**src/rtl/muladd_feeder.sv**
```systemverilog
`default_nettype none
// ============================================================================
// Module      : muladd_feeder
// Description : Buffers a frame of (a, b) sample pairs in two local RAMs.
//               Starts the muladd kernel with the ap_ctrl_hs handshake and
//               serves its a/b memory-port reads with 1-cycle latency.
//               Returns the captured ap_return on a valid/ready stream.
// Revision    : 1.0 - initial release
// ============================================================================
module muladd_feeder #(
   parameter int SIZE = 16,
   parameter int AW   = 4,
   parameter int DW   = 16,
   parameter int RW   = 32
) (
   input  logic          ap_clk,
   input  logic          ap_rst_n,
   input  logic          s_valid,
   output logic          s_ready,
   input  logic [DW-1:0] s_a_data,
   input  logic [DW-1:0] s_b_data,
   output logic          m_valid,
   input  logic          m_ready,
   output logic [RW-1:0] m_data,
   output logic          k_start,
   input  logic          k_done,
   input  logic          k_ready,
   input  logic          k_idle,
   input  logic [AW-1:0] k_a_address0,
   input  logic [AW-1:0] k_b_address0,
   input  logic          k_a_ce0,
   input  logic          k_b_ce0,
   output logic [DW-1:0] k_a_q0,
   output logic [DW-1:0] k_b_q0,
   input  logic [RW-1:0] k_return,
   output logic          busy,
   output logic [15:0]   frame_cnt
);

   typedef enum logic [1:0] {
      ST_LOAD  = 2'd0,
      ST_START = 2'd1,
      ST_RUN   = 2'd2,
      ST_OUT   = 2'd3
   } state_t;

   localparam logic [AW-1:0] c_last_idx = AW'(SIZE - 1);
   localparam logic [AW:0]   c_size     = (AW + 1)'(SIZE);

   state_t        r_state;
   state_t        w_state_nxt;
   logic          w_capture;
   logic          w_s_fire;
   logic          w_last_pair;
   logic [AW-1:0] r_idx;
   logic [RW-1:0] r_m_data;
   logic [15:0]   r_frame_cnt;
   logic [DW-1:0] r_a_q0;
   logic [DW-1:0] r_b_q0;
   logic [DW-1:0] r_a_mem [0:SIZE-1];
   logic [DW-1:0] r_b_mem [0:SIZE-1];

   // Kernel idle is informational only; the handshake relies on ap_ready/ap_done.
   logic w_unused_idle;
   assign w_unused_idle = k_idle;

   // Pairs are accepted only in LOAD, so the fire condition needs no s_ready feedback.
   assign w_s_fire    = (r_state == ST_LOAD) && s_valid;
   assign w_last_pair = w_s_fire && (r_idx == c_last_idx);

   // Next-state, result-capture strobe, and state-decoded stream/kernel controls.
   always_comb begin
      w_state_nxt = r_state;
      w_capture   = 1'b0;
      s_ready     = (r_state == ST_LOAD);
      k_start     = (r_state == ST_START);
      m_valid     = (r_state == ST_OUT);
      busy        = (r_state != ST_LOAD);
      case (r_state)
         ST_LOAD: begin
            if (w_last_pair) w_state_nxt = ST_START;
         end
         ST_START: begin
            // ap_ready and ap_done may arrive together: skip RUN entirely.
            if (k_ready) begin
               if (k_done) begin
                  w_capture   = 1'b1;
                  w_state_nxt = ST_OUT;
               end else begin
                  w_state_nxt = ST_RUN;
               end
            end
         end
         ST_RUN: begin
            if (k_done) begin
               w_capture   = 1'b1;
               w_state_nxt = ST_OUT;
            end
         end
         ST_OUT: begin
            if (m_ready) w_state_nxt = ST_LOAD;
         end
         default: w_state_nxt = ST_LOAD;
      endcase
   end

   // State register, load index, captured result and frame counter.
   always_ff @(posedge ap_clk or negedge ap_rst_n) begin
      if (!ap_rst_n) begin
         r_state     <= ST_LOAD;
         r_idx       <= '0;
         r_m_data    <= '0;
         r_frame_cnt <= '0;
      end else begin
         r_state <= w_state_nxt;
         if (w_s_fire) begin
            r_idx <= w_last_pair ? '0 : r_idx + 1'b1;
         end
         if (w_capture) begin
            r_m_data <= k_return;
         end
         if ((r_state == ST_OUT) && m_ready) begin
            r_frame_cnt <= r_frame_cnt + 16'd1;
         end
      end
   end

   // Sample RAMs: written only while loading, contents deliberately not reset.
   always_ff @(posedge ap_clk) begin
      if (w_s_fire) begin
         r_a_mem[r_idx] <= s_a_data;
         r_b_mem[r_idx] <= s_b_data;
      end
   end

   // Kernel read ports: 1-cycle latency, hold when ce0 is low, zero beyond SIZE.
   always_ff @(posedge ap_clk or negedge ap_rst_n) begin
      if (!ap_rst_n) begin
         r_a_q0 <= '0;
         r_b_q0 <= '0;
      end else begin
         if (k_a_ce0) begin
            r_a_q0 <= ({1'b0, k_a_address0} < c_size) ? r_a_mem[k_a_address0] : '0;
         end
         if (k_b_ce0) begin
            r_b_q0 <= ({1'b0, k_b_address0} < c_size) ? r_b_mem[k_b_address0] : '0;
         end
      end
   end

   assign m_data    = r_m_data;
   assign frame_cnt = r_frame_cnt;
   assign k_a_q0    = r_a_q0;
   assign k_b_q0    = r_b_q0;

endmodule
`default_nettype wire

```
**config.mk**
```make
export PLATFORM = sky130hd
export DESIGN_NAME = muladd_feeder
export DESIGN_NICKNAME = d
export VERILOG_FILES = /design/src/rtl/muladd_feeder.sv
export SDC_FILE = /design/constraint.sdc
export NUM_CORES = 1
export LEC_CHECK = 0
export CORE_MARGIN = 4
export CORE_UTILIZATION = 41
export CTS_CLUSTER_SIZE = 24
export DETAILED_ROUTE_END_ITERATION = 8
export HOLD_SLACK_MARGIN = 0.15
export PLACE_DENSITY = 0.59
export SLEW_MARGIN = 20
export SYNTH_ARGS = -nofsm -noshare
export SYNTH_HDL_FRONTEND = slang
export SYNTH_SLANG_ARGS = --single-unit
```
**constraint.sdc**
```tcl
create_clock -name ap_clk -period 3 [get_ports ap_clk]
set_clock_uncertainty 0.15 [all_clocks]
set_input_delay 0.6 -clock ap_clk [delete_from_list [all_inputs] [get_ports ap_clk]]
set_output_delay 0.6 -clock ap_clk [all_outputs]
set_load 0.005 [all_outputs]
```
# Yosys cells after proc, flatten, opt, wreduce, memory -nomap -nowiden
# Memory sizes are Yosys's and may differ from the RTL's. A register that Yosys moved wholly into a read port is not among the register bits.
# Cells that the tools add are included.
# word_totals
word_cells,36
ramBits,512
regBits,54
input_bits,81
mem_count,2
output_inout_bits,84
# op_classes
n_eq_ne,8
addsub,2
reduce_logical,8
n_mux,12
# mem_list
name,words,width,read_ports,rd_ports_with_merged_regs,wr,line_no,source
r_a_mem,16,16,1,1,1,60,logic [DW-1:0] r_a_mem [0:SIZE-1];
r_b_mem,16,16,1,1,1,61,logic [DW-1:0] r_b_mem [0:SIZE-1];
# op_table
operator,count
adder 16 x 1 -> 16 bit (second input constant),1
2-to-1 mux 2 bit,4
case mux 2 bit (4 select lines),1
inequality test 2 x 1 -> 1 bit (second input constant),3
2-to-1 mux 1 bit,5
adder 4 x 1 -> 4 bit (second input constant),1
equality test 2 bit (second input constant),2
equality test 4 bit (second input constant),1
2-to-1 mux 4 bit,1
AND reduction 4 bit,1
logical AND 1 bit,3
equality test 2 x 1 -> 1 bit (second input constant),1
zero test 1 bit,2
zero test 2 bit,1
inequality test 2 bit (second input constant),1
case mux 1 bit (2 select lines),1
nonzero test 2 bit,1

# Logic depth before layout (Yosys ltp)
# Gate-level depths: netlist (run 1).
# depth
ltp_word,5
mapped_depth,6
ltp_nobuf,6

# Least setup slack after synthesis (run 1)
# OpenSTA, ideal clock, no wires.
# synth_path
kind,reg-to-reg
from,register r_state[0]
to,memory r_a_mem[10][0] (enable)
n_path_buf,0
path_stages_with_launch,6
synth_period_minus_slack_ns,2.612
setup_time_ns,0.392
arrival_time_ns,2.070
t_required_ns,2.458
setup_slack_ns,0.388
path_cell_list,dfrtp_1 > inv_1 > ha_1 > nand2_1 > nor3b_1 > and2_1
# synth_between
elab_chain_len,4
# synth_rtl
item,line_no,source
"start, declared",50,state_t r_state;
"start signal, assigned",115,r_state <= w_state_nxt;
zero test 2 bit,-,
via s_ready,19,"output logic s_ready,"
logical AND 1 bit,68,assign w_s_fire = (r_state == ST_LOAD) && s_valid;
2-to-1 mux 1 bit,130,if (w_s_fire) begin
2-to-1 mux 1 bit (not written as such),131,r_a_mem[r_idx] <= s_a_data;
"end, declared",60,
# The timed path passes the listed nets, and every way through them passes these cells.

# Worst setup path in the final report (run 1)
# layout_path
from,register r_state[0]
to,output s_ready
# layout_between
elab_chain_len,1
# layout_rtl
item,line_no,source
zero test 2 bit,75,s_ready = (r_state == ST_LOAD);
"end, declared",19,
# No other way between the ends.

==> reports/metrics.cfg, run 1 <==
[clocking]
clock_latency_ns=0.61
tritoncts=done
clkTransAtPathRegs_ns=0.06
cts_setup_buffers=0
htree_levels=2
clock_path_buffers=3
cts.sinks=598
post_cts_resized=0
clockRootBuffer=clkbuf_16
ctsHoldBuffers=1
numCtsBuffers=60

[setup_path]
start_kind=register
reg2reg_depth=6
cp.arrival_ns=2.03
cpPeakStageDelay_ns=0.56
cp_num_buf_inv=2
path_delay_family=buffers and inverters
cp_num_cells=3
worst-setup-path-type=register to primary output
crit_slowest_cell=clkdlybuf4s50_1
critPathMaxFanout=7
crit_required_ns=2.25
cp_cell_sequence=inv_1 > ha_1 > clkdlybuf4s50_1
cp-end-kind=primary output

[sta]
worstMarginPinSlew_ns=0.551
max_slew_margin_pct=62.9
hold_viol=0
drv_slew=0
period_share_pct=92.7
setup_viol=0
fin_ws_ns=0.218
min_period_ns=2.78
fmax_mhz=359
setup_tns_ns=0
rsz0062_at_grt=no

[power_and_ir_drop]
power.share.sequential_pct=49.4
intPower_w=0.0156
netSwitchingFraction_pct=22.3
p_per_area_mw_per_mm2=722
pwr-share-comb_pct=12.5
net-switching-power_w=0.00448
clock_power_share_pct=38.1
vdd_drop_max_uv=651
p_leak_nw=9.18

[placement]
place.gp.congestion=0.703
dp_hpwl_mm=28.1
dpl_cell_area_sq_mm=0.0258
dpl.cell_count=1950
io_buffers=163
pre_cts_ws_ns=0.288

[floorplanning]
die_y_um=244
initial_core_util_pct=41.5
die_w_um=244
num_rows=86
dieArea_sq_mm=0.0597
core_sq_mm=0.0552
ioPinCount=165

[synth]
synth_flop_cell=edfxtp_1
synth_nets=1135
synth_cell_types=35
yosysWarnings=0
yosys_register_bits=598
postSynth.asyncResetShare_pct=14.4
synth_edf_count=512
synth_cells=1044
avgSynthCellArea_sq_um=21.9
synth_area_sq_mm=0.0229
seq_area_frac_synth_pct=76.6

[global_route]
grt_pass1_vias=11982
grt_antenna_before_repair=1
grt_max_degree=49
grt_pass1_wl_mm=75.4
grt_use_total_pct=16.7
grt_overflow=0

[route]
drtIter0Drc=686
wirelength_mm=49.6
antenna_left=0
via_count=11028
drc=0
drt_first_pass_iters=7
viasPerCell=5.34
avgRoutedWirePerCell_um=24.0

[outcome]
outcome=finished, final reports clean

[layout]
final_cell_mix=edfxtp_1, clkdlybuf4s50_1, mux4_2, dfrtp_1, mux2_2
layout_commonest_cell=edfxtp_1
drive_above_1_share_pct=28.4
fin_area_sq_mm=0.0279
synthToLayoutAreaGrowth_pct=21.8
fin_cells=2065
final_nets=1356

[job]
drv_cap=0

[hold_path]
hp-class=register to register
min_path_cells=1

-- state kept, by name, indices dropped and copies added (netlist names) --
name	cells
k_a_q0	16
k_b_q0	16
r_idx	4
r_a_mem	256
r_b_mem	256
m_data	32
r_state	2
frame_cnt	16
-- kinds of logic (layout without fill, tap and decap cells) --
kind of cell | after synthesis | after routing | share of synthesized area [%]
mux | 194 | 194 | 16.0
simple gates | 62 | 62 | 1.47
fa+ha+maj | 10 | 10 | 0.547
flops | 598 | 598 | 76.6
xor+xnor | 16 | 16 | 0.612
other cells | 0 | 2 | 0
buf+inv | 59 | 330 | 1.50
compound gates | 105 | 105 | 3.27
-- path summary, 6_finish.rpt --
check | startpoint | endpoint | slack (ns)
max | r_state[0]$_DFFE_PN0P_ | s_ready | 0.22
min | frame_cnt[15]$_DFFE_PN0P_ | frame_cnt[15]$_DFFE_PN0P_ | 0.32
max reg2reg | r_state[0]$_DFFE_PN0P_ | r_a_mem[10][7]$_DFFE_PP_ | 0.54
min reg2reg | frame_cnt[15]$_DFFE_PN0P_ | frame_cnt[15]$_DFFE_PN0P_ | 0.32
max in group asynchronous | ap_rst_n | k_b_q0[11]$_DFFE_PN0P_ | 1.68
min in group asynchronous | ap_rst_n | m_data[5]$_DFFE_PN0P_ | 0.38
-- cells in the mapped netlist, drive strengths merged, types with 10 or more instances --
master	instances	area, sq um
a21oi	34	170
and2	13	81.3
buf	42	279
clkbuf	11	41.3
dfrtp	86	2150
edfxtp	512	15400
ha	10	125
mux2	66	743
mux4	128	2920
nand2	12	45.0
o22ai	64	526
xnor2	13	114
-- power groups by stage --
stage                     clock network (W)  registers [W]  logic [W]
after global placement                    0         0.0101    0.00253
after CTS                           0.00786        0.00996    0.00258
after global routing                0.00824         0.0100    0.00274
final                               0.00766        0.00995    0.00252
after floorplan                           0         0.0101    0.00119
after detailed placement                  0         0.0101    0.00257
-- layer usage --
metal	vias up	wire [um]	track usage [%]
met1	5909	21600	22.9
li1	4800	-	-
met5	-	0	0
met4	0	1070	4.46
met2	249	24700	28.0
met3	70	2230	2.87
-- per-stage QoR --
stage | total power [W] | hold WS, ns | util (%)
global placement | 0.0126 | 0.312 | 46.8
CTS | 0.0204 | 0.326 | 50.5
detailed placement | 0.0127 | 0.314 | 46.8
global route | 0.0210 | 0.362 | 50.5
finish | 0.0201 | 0.322 | 50.5
floorplan | 0.0113 | 0.154 | -
-- cell type report --
class                           count  area [sq um]
Multi-Input combinational cell    387          5030
Tap cell                          748           936
Fill cell                        4434         27300
Timing Repair Buffer              212          2300
Inverter                            6          22.5
Clock buffer                       80          1630
Clock inverter                     32           409
Sequential cell                   598         17500
Antenna cell                        2          5.00
Power figures use the tool's default switching activity.
==> run 2: changes to the inputs <==
CTS_CLUSTER_DIAMETER = 50   (was not set)
==> reports/metrics.cfg, run 2 (synthesized netlist as in run 1, its figures left out) <==
[outcome]
outcome=finished, final reports clean

[power_and_ir_drop]
p_per_area_mw_per_mm2=708  ; -2.0%
vdd_drop_max_uv=948  ; +46%
finalPower_w=0.0196  ; -2.6%
p_leak_nw=9.08  ; -1.1%

[floorplanning]
ioPinCount=165  ; unchanged
dieArea_sq_mm=0.0597  ; unchanged
core_sq_mm=0.0552  ; unchanged
num_rows=86  ; unchanged
initial_core_util_pct=41.5  ; unchanged
die_y_um=244  ; unchanged
die_w_um=244  ; unchanged

[setup_path]
cp-end-kind=primary output
crit_required_ns=2.25  ; about the same
regToRegStartpoint=r_state[0]$_DFFE_PN0P_
critPathMaxFanout=7  ; unchanged
cp_cell_sequence=inv_1 > ha_1 > clkdlybuf4s50_1
cp.arrival_ns=2.06  ; +0.03 ns
start_kind=register
worst-setup-path-type=register to primary output
cpPeakStageDelay_ns=0.56  ; about the same
crit_start=r_state[0]$_DFFE_PN0P_
crit_slowest_cell=clkdlybuf4s50_1
cp_num_buf_inv=2  ; unchanged
path_delay_family=buffers and inverters

[route]
drc=0  ; unchanged
wirelength_mm=49.4  ; -0.41%
viasPerCell=5.33  ; -0.26%
drt_first_pass_iters=7  ; unchanged
via_count=10919  ; -0.99%
avgRoutedWirePerCell_um=24.1  ; +0.32%
antenna_left=0  ; unchanged
drtIter0Drc=915  ; +33%

[hold_path]
hp-class=register to register
worstHoldStart=frame_cnt[15]$_DFFE_PN0P_

[clocking]
clockRootBuffer=clkbuf_16
cts.sinks=598  ; unchanged
tritoncts=done
clkTransAtPathRegs_ns=0.08  ; +0.02 ns
htree_levels=2  ; unchanged
clock_latency_ns=0.62  ; about the same
clock_path_buffers=3  ; unchanged
cts_setup_buffers=0  ; unchanged
numCtsBuffers=52  ; -13%

[sta]
max_slew_margin_pct=60.4  ; -2.5 points
drv_slew=0  ; unchanged
fmax_mhz=356  ; -0.82%
hold_viol=0  ; unchanged
setup_viol=0  ; unchanged
rsz0062_at_grt=no
holdWs_ns=0.321  ; -0.000541 ns
worstMarginPinSlew_ns=0.593  ; +0.0419 ns
min_period_ns=2.81  ; +0.0231 ns
setup_tns_ns=0  ; unchanged
period_share_pct=93.5  ; +0.77 points

[layout]
layout_commonest_cell=edfxtp_1
fin_area_sq_mm=0.0277  ; -0.67%
synthToLayoutAreaGrowth_pct=20.9
final_cell_mix=edfxtp_1, clkdlybuf4s50_1, mux4_2, dfrtp_1, mux2_2
final_nets=1348  ; -0.59%
fill_cells=4466  ; +0.72%
drive_above_1_share_pct=28.7  ; +0.31 points

[placement]
dpl_cell_area_sq_mm=0.0258  ; unchanged
io_buffers=163  ; unchanged
place.gp.congestion=0.703  ; unchanged
dp_hpwl_mm=28.1  ; unchanged

[global_route]
grt_antenna_before_repair=1  ; unchanged
grt_use_total_pct=16.7  ; about the same
grt_pass1_vias=11784  ; -1.7%
grt_max_degree=49  ; unchanged
grt_pass1_wl_mm=75.3  ; -0.14%
grt_overflow=0  ; unchanged

[job]
drv_cap=0  ; unchanged

## run 2: cell count changes in the layout (fill, tap and decap cells not counted), sizes merged
| cell | previous run | this run |
|---|---|---|
| diode | 2 | 1 |
| bufinv | 9 | 3 |
| inv | 7 | 26 |
| clkinv | 18 | 12 |
| clkbuf | 80 | 57 |
| clkinvlp | 4 | 6 |
## run 2: path summary, 6_finish.rpt
check,to,slack [ns],cells after the start
max,s_ready,0.19,3
min,frame_cnt[15]$_DFFE_PN0P_,0.32,1
max reg2reg,r_a_mem[10][6]$_DFFE_PP_,0.50,6
min reg2reg,frame_cnt[15]$_DFFE_PN0P_,0.32,1
max in group asynchronous,k_b_q0[3]$_DFFE_PN0P_,1.69,3
min in group asynchronous,m_data[5]$_DFFE_PN0P_,0.38,2
## run 2: metal layers
metal  part of all wire (%)  GRT usage [%]  vias up  routed length (um)
met2                     50           28.0      221               24700
met4                    2.2           3.95        0                1080
met5                      0              0        -                   0
met3                    4.2           2.99       73                2090
met1                     44           23.1     5843               21500
li1                       -              -     4782                   -
## run 2: area by class of cell
class	instances	area [sq um]	share of cell area (%)
timing repair buffer	212	2300	8.31
clock buffer	57	1340	4.85
multi-input combinational	387	5030	18.2
tap	748	936	3.38
inverter	6	22.5	0.0814
sequential	598	17500	63.3
clock inverter	41	509	1.84
antenna	1	2.50	0.00904
## run 2: worst reg2reg max path, stage by stage (launching register included)
cell     delay, ns
dfrtp_1       0.41
inv_1         0.15
ha_1          0.33
nand2_1       0.20
nor3b_1       0.41
and2_2        0.25
buf_12        0.26
## run 2: report_power, final
group          total, W  switching (W)  internal (W)
combinational   0.00252        0.00110       0.00142
sequential      0.00994       0.000301       0.00964
clock           0.00715        0.00343       0.00372
total            0.0196        0.00482        0.0148
## run 2: through the flow
stage               utilization (%)  setup slack [ns]  std cells
finish                         50.1             0.195       2050
global route                   50.1            0.0862       2050
CTS                            50.1             0.136       2049
detailed placement             46.8             0.288       1950
global placement               46.8             0.304       1950
floorplan                         -             0.388       1044
## run 2: timing repair
| action | in CTS | in global routing |
|---|---|---|
| hold endpoints to repair | 26 | 0 |
| resized for setup | 0 | 0 |
| hold buffers | 1 | 0 |
